### src/rtl/id_ex_stage.sv
// Decode-to-execute pipeline register: holds one decoded instruction, resolves
// MEM/WB operand forwarding and load-use stalls, and feeds the ALU and MEM sideband.
module id_ex_stage #(
  parameter int XLEN = 32,
  parameter int OPW  = 4
) (
  input  logic            clk,
  input  logic            rst,
  input  logic            in_valid,
  output logic            in_ready,
  input  logic [XLEN-1:0] in_pc,
  input  logic [4:0]      in_rs1_addr,
  input  logic [4:0]      in_rs2_addr,
  input  logic [XLEN-1:0] in_rs1_data,
  input  logic [XLEN-1:0] in_rs2_data,
  input  logic [XLEN-1:0] in_imm,
  input  logic [OPW-1:0]  in_alu_op,
  input  logic            in_src1_pc,
  input  logic            in_src2_imm,
  input  logic [4:0]      in_rd_addr,
  input  logic            in_reg_write,
  input  logic            in_mem_read,
  input  logic            in_mem_write,
  input  logic            flush,
  input  logic [4:0]      mem_rd_addr,
  input  logic            mem_reg_write,
  input  logic            mem_mem_read,
  input  logic [XLEN-1:0] mem_result,
  input  logic [4:0]      wb_rd_addr,
  input  logic            wb_reg_write,
  input  logic [XLEN-1:0] wb_result,
  output logic            out_valid,
  input  logic            out_ready,
  output logic [XLEN-1:0] alu_in1,
  output logic [XLEN-1:0] alu_in2,
  output logic [OPW-1:0]  alu_op,
  output logic [XLEN-1:0] out_pc,
  output logic [4:0]      out_rd_addr,
  output logic            out_reg_write,
  output logic            out_mem_read,
  output logic            out_mem_write,
  output logic [XLEN-1:0] out_store_data,
  output logic [31:0]     stall_cnt
);

  logic            vld_p1;
  logic [XLEN-1:0] pc_p1, rs1_data_p1, rs2_data_p1, imm_p1;
  logic [4:0]      rs1_addr_p1, rs2_addr_p1, rd_addr_p1;
  logic [OPW-1:0]  alu_op_p1;
  logic            src1_pc_p1, src2_imm_p1, reg_write_p1, mem_read_p1, mem_write_p1;
  logic [31:0]     stall_cnt_q;

  logic            mem_hit1, mem_hit2, wb_hit1, wb_hit2;
  logic            use1, use2, load_use, load, handoff;
  logic [XLEN-1:0] fwd_rs1, fwd_rs2;

  always_comb begin
    mem_hit1 = mem_reg_write && (mem_rd_addr == rs1_addr_p1) && (rs1_addr_p1 != 5'd0);
    mem_hit2 = mem_reg_write && (mem_rd_addr == rs2_addr_p1) && (rs2_addr_p1 != 5'd0);
    wb_hit1  = wb_reg_write  && (wb_rd_addr  == rs1_addr_p1) && (rs1_addr_p1 != 5'd0);
    wb_hit2  = wb_reg_write  && (wb_rd_addr  == rs2_addr_p1) && (rs2_addr_p1 != 5'd0);

    fwd_rs1 = mem_hit1 ? mem_result : (wb_hit1 ? wb_result : rs1_data_p1);
    fwd_rs2 = mem_hit2 ? mem_result : (wb_hit2 ? wb_result : rs2_data_p1);

    // A store still needs rs2 as its data even when operand 2 is the immediate.
    use1 = ~src1_pc_p1;
    use2 = ~(src2_imm_p1 & ~mem_write_p1);
    load_use = vld_p1 && mem_mem_read && mem_reg_write && (mem_rd_addr != 5'd0) &&
               ((use1 && (mem_rd_addr == rs1_addr_p1)) ||
                (use2 && (mem_rd_addr == rs2_addr_p1)));

    out_valid = vld_p1 & ~load_use;
    handoff   = out_valid & out_ready;
    in_ready  = ~vld_p1 | handoff;
    load      = in_valid & in_ready;
  end

  assign alu_in1        = src1_pc_p1  ? pc_p1  : fwd_rs1;
  assign alu_in2        = src2_imm_p1 ? imm_p1 : fwd_rs2;
  assign out_store_data = fwd_rs2;
  assign alu_op         = alu_op_p1;
  assign out_pc         = pc_p1;
  assign out_rd_addr    = rd_addr_p1;
  assign out_reg_write  = reg_write_p1;
  assign out_mem_read   = mem_read_p1;
  assign out_mem_write  = mem_write_p1;
  assign stall_cnt      = stall_cnt_q;

  // ID/EX register boundary
  always_ff @(posedge clk) begin
    if (rst) begin
      vld_p1       <= 1'b0;
      pc_p1        <= '0;
      rs1_addr_p1  <= '0;
      rs2_addr_p1  <= '0;
      rs1_data_p1  <= '0;
      rs2_data_p1  <= '0;
      imm_p1       <= '0;
      alu_op_p1    <= '0;
      src1_pc_p1   <= 1'b0;
      src2_imm_p1  <= 1'b0;
      rd_addr_p1   <= '0;
      reg_write_p1 <= 1'b0;
      mem_read_p1  <= 1'b0;
      mem_write_p1 <= 1'b0;
      stall_cnt_q  <= '0;
    end else begin
      if (flush)        vld_p1 <= 1'b0;
      else if (load)    vld_p1 <= 1'b1;
      else if (handoff) vld_p1 <= 1'b0;

      if (load && !flush) begin
        pc_p1        <= in_pc;
        rs1_addr_p1  <= in_rs1_addr;
        rs2_addr_p1  <= in_rs2_addr;
        rs1_data_p1  <= in_rs1_data;
        rs2_data_p1  <= in_rs2_data;
        imm_p1       <= in_imm;
        alu_op_p1    <= in_alu_op;
        src1_pc_p1   <= in_src1_pc;
        src2_imm_p1  <= in_src2_imm;
        rd_addr_p1   <= in_rd_addr;
        reg_write_p1 <= in_reg_write;
        mem_read_p1  <= in_mem_read;
        mem_write_p1 <= in_mem_write;
      end else if (vld_p1) begin
        // Capture values retiring from WB so a stalled instruction does not lose them.
        if (wb_hit1) rs1_data_p1 <= wb_result;
        if (wb_hit2) rs2_data_p1 <= wb_result;
      end

      if (load_use) stall_cnt_q <= stall_cnt_q + 32'd1;
    end
  end

endmodule

### config.mk
export PLATFORM = sky130hd
export DESIGN_NAME = id_ex_stage
export DESIGN_NICKNAME = d
export VERILOG_FILES = /design/src/rtl/id_ex_stage.sv
export SDC_FILE = /design/constraint.sdc
export NUM_CORES = 1
export LEC_CHECK = 0
export BUFFER_PORTS_ARGS = -buffer_cell sky130_fd_sc_hd__buf_2
export CORE_AREA = 2 2 160 162
export CTS_BUF_LIST = sky130_fd_sc_hd__clkbuf_2 sky130_fd_sc_hd__clkbuf_4 sky130_fd_sc_hd__clkbuf_8
export CTS_CLUSTER_DIAMETER = 60
export CTS_CLUSTER_SIZE = 16
export DETAILED_ROUTE_END_ITERATION = 16
export DIE_AREA = 0 0 162 164
export PLACE_DENSITY_LB_ADDON = 0.1
export SLEW_MARGIN = 40
export SYNTH_ARGS = -nofsm -noshare
export SYNTH_HDL_FRONTEND = slang
export SYNTH_SLANG_ARGS = --single-unit
### constraint.sdc
create_clock -name clk -period 5.8 [get_ports clk]
set_input_delay 0.58 -clock clk [delete_from_list [all_inputs] [get_ports clk]]
set_output_delay 0.58 -clock clk [all_outputs]
set_load 0.02 [all_outputs]
==> reports/qor.yml <==
clocking:
  insertion_delay_ns: 0.48
  htreeDepth: 4
  postCtsSetupBuffers: 0
  cts_sinks: 185
  cts_max_path_buffers: 2
  cts_tree: "yes"
  cts-resized-gates: 0
  cts_hold_buffers: 0
  clkTransAtPathRegs_ns: 0.11
  root_buffer: "clkbuf_8"
  cts_buffers: 17
worst_setup_path:
  worst_r2r_endpoint: "rs2_data_p1[18]"
  cp-end-kind: "output port"
  crit_required_ns: 5.22
  crit_chain: "xnor2_1, nand2_1, or4_2, a221oi_1, o31ai_1, buf_2"
  cp_max_fo: 32
  r2r-start: "rs2_addr_p1[2]"
  slowest_delay_ns: 1.11
  arrival_ns: 3.44
  crit_type: "reg2out"
  r2r_cells: 8
  critical-path-slowest-cell: "or4_2"
  crit_path_start_kind: "flop"
  rrSetupSlack_ns: 2.61
  cpLargestDelayFamily: "simple AND/OR/NAND/NOR gates"
  timing.critical_path.buf_inv: 1
sta:
  tightestPinTransition_ns: 0.8723
  finalClockSkew_ns: 0.02051
  max_freq_ghz: 0.2486
  period_share_pct: 69.36
  grt_setup_unrepaired: "no"
  final_hold_viol_count: 0
  max-slew-margin-rel_pct: 41.85
  setup_viol: 0
  min_period_ns: 4.023
  fin_tns_setup_ns: 0
  finalMaxSlewViolations: 0
floorplan:
  placementRows: 58
  die_h_um: 164
  die-area_sq_um: 26570
  ios: 408
  die_w_um: 162
  core_sq_um: 24820
  start_util_pct: 46.62
logic_synthesis:
  syn_avg_cell_area_sq_um: 8.753
  synth.area.mux_share_pct: 15.00
  ys.flop_type: "dfxtp_1"
  synth_top_cell_by_area: "dfxtp_1"
  synthXorXnorAreaFrac_pct: 1.514
  seq_area_frac_synth_pct: 32.01
  syn_area_sq_um: 11570
  netlist.area_leader.share_pct: 32.01
  syn_inst: 1322
  synth-simple-area-share_pct: 23.64
  synth_compound_area_share_pct: 22.12
  synth_top_family_by_area: "simple AND/OR/NAND/NOR gates"
  synth_seq_cells: 185
  synth_fp_nets: 1557
  async_reset_ff_share_pct: 0
  synthAdderAreaFrac_pct: 0.1081
  synthTopCellsByArea: "dfxtp_1, mux2i_1, nand2b_1, a211oi_2, o31ai_1"
  ys_warn_count: 0
  synth_edf_count: 0
  ys_types: 42
drt:
  drtIter0Drc: 906
  dr.pass1.iters: 5
  vias: 11440
  drtAntennaViolNets: 0
  detail_route.wl_per_cell_um: 20.64
  drc: 0
  wl_um: 41080
  viasPerCell: 5.746
final_layout:
  syn_to_final_growth_pct: 22.85
  design_area_sq_um: 14210
  seqCellArea_sq_um: 3706
  drive_gt1_share_pct: 34.06
  fillers: 2364
  nNetsFinal: 1872
  multi_input_area_sq_um: 7316
placement:
  port_buffers: 407
  placed_area_sq_um: 13700
  place_congestion: 0.8564
  hpwl_um: 28140
pwr:
  ir_drop_uv: 123.3
  power.density_nw_per_um2: 214.0
  clock_power_share_pct: 32.5
  netSwitchingFraction_pct: 32.32
  p_int_uw: 2059
  p_comb_share_pct: 22.3
  p_seq_share_pct: 45.2
  p_leak_uw: 0.005898
  p_sw_uw: 983.0
status:
  outcome: "completed"
global_route:
  antenna_found_initial: 13
  gr-usage-all-layers_pct: 29.99
  overflow: 0
  grt_max_degree: 148
  grt_pass1_vias: 10820
  grt_pass1_wl_um: 62130
min_path:
  hold_path_class: "in2reg"
  min_from: "flush"
  min_to: "vld_p1"
  hold_depth: 2
run:
  maxCapViolCount: 0
==> final cells by class <==
type                    instances  share of cell area, %
well taps                     330                  2.905
clock inverters                13                  1.267
diodes                         10                 0.1760
inverters                       5                 0.1320
multi-input cells            1000                  51.47
clock buffers                  19                  1.752
flip-flops and latches        185                  26.07
repair buffers                428                  16.23
==> cell usage after synthesis (2+ instances only) <==
cell and instances:
a211oi_1 69, a211oi_2 60, a21oi_1 15, a221oi_1 60, a221oi_2 4, and2_1 37, and3_1 7, and4_1 2
buf_1 2, buf_2 18, buf_4 6, buf_6 9, buf_8 2, clkbuf_1 95, dfxtp_1 185, inv_1 5
mux2_2 19, mux2i_1 152, nand2_1 78, nand2b_1 177, nand3_1 17, nand4_1 14, nor2_1 123, nor2b_1 19
nor3_1 14, nor4_1 10, o21ai_0 3, o31ai_1 74, or3_1 3, or4_1 13, xnor2_1 10, xor2_1 10
==> per-stage QoR <==
stage	setup WS, ns	power (uW)	hold WS, ns	std cells	utilization (%)
2_1_floorplan	2.897	1816	0.4487	1322	-
4_1_cts	1.754	3050	0.2396	1977	56.92
3_3_place_gp	2.001	2059	0.4564	1941	54.80
3_5_place_dp	1.947	2074	0.4581	1945	55.19
6_report	1.777	3042	0.2576	1990	57.27
5_1_grt	1.592	3167	0.2430	1987	57.24
==> placed cells by master (no fill, tap or decap), types with 12 or more instances in the layout <==
cell type	synthesis	routed
nand2_1	78	78
buf_2	18	406
mux2i_1	152	152
a221oi_1	60	60
clkbuf_8	0	17
a21oi_1	15	14
mux2_2	19	19
nand3_1	17	16
and2_1	37	37
nand4_1	14	14
nor2_1	123	123
nor3_1	14	12
a211oi_2	60	60
dfxtp_1	185	183
buf_4	6	13
o31ai_1	74	74
a211oi_1	69	69
nor2b_1	19	19
nand2b_1	177	177
==> cells by family (layout without fill, tap and decap cells) <==
group / after synthesis / in the layout
mux: 171 / 171
xor+xnor: 20 / 20
compound gates: 291 / 291
simple gates: 517 / 517
buf+inv: 137 / 465
other cells: 0 / 10
flops: 185 / 185
fa+ha+maj: 1 / 1
==> flip-flops by register name (all words and copies together) (netlist names) <==
register,flops
stall_cnt,32
out_rd_addr,5
out_mem_write,1
out_reg_write,1
out_mem_read,1
alu_op,4
src1_pc_p1,1
rs1_addr_p1,5
rs2_addr_p1,5
src2_imm_p1,1
vld_p1,1
imm_p1,32
rs2_data_p1,32
rs1_data_p1,32
out_pc,32
==> metal layers <==
metal,track usage (%),part of all wire (%),routed length (um),vias up
met5,0,0.13,55,-
met3,6.818,7.1,2904,49
met2,51.47,48,19910,439
met4,8.005,1.7,697,8
met1,38.00,43,17510,5489
li1,-,-,-,5450
==> power groups by stage <==
stage	clock [uW]	combinational (uW)	sequential [uW]
after global routing	1060	729	1380
final	989	679	1370
after CTS	1000	674	1370
after floorplan	0	405	1410
after detailed placement	0	673	1400
after global placement	0	659	1400
==> how the worst max path moves through the flow <==
stage	start	end	cells past startpoint
floorplan	mem_rd_addr[2]	alu_in2[11]	7
global placement	wb_rd_addr[1]	alu_in1[31]	7
detailed placement	mem_rd_addr[2]	alu_in2[31]	7
CTS	rs1_addr_p1[4]	alu_in1[31]	6
global route	rs2_addr_p1[4]	alu_in2[31]	6
finish	rs1_addr_p1[4]	alu_in1[31]	6
Note: power is estimated with default switching activity, not from simulation.
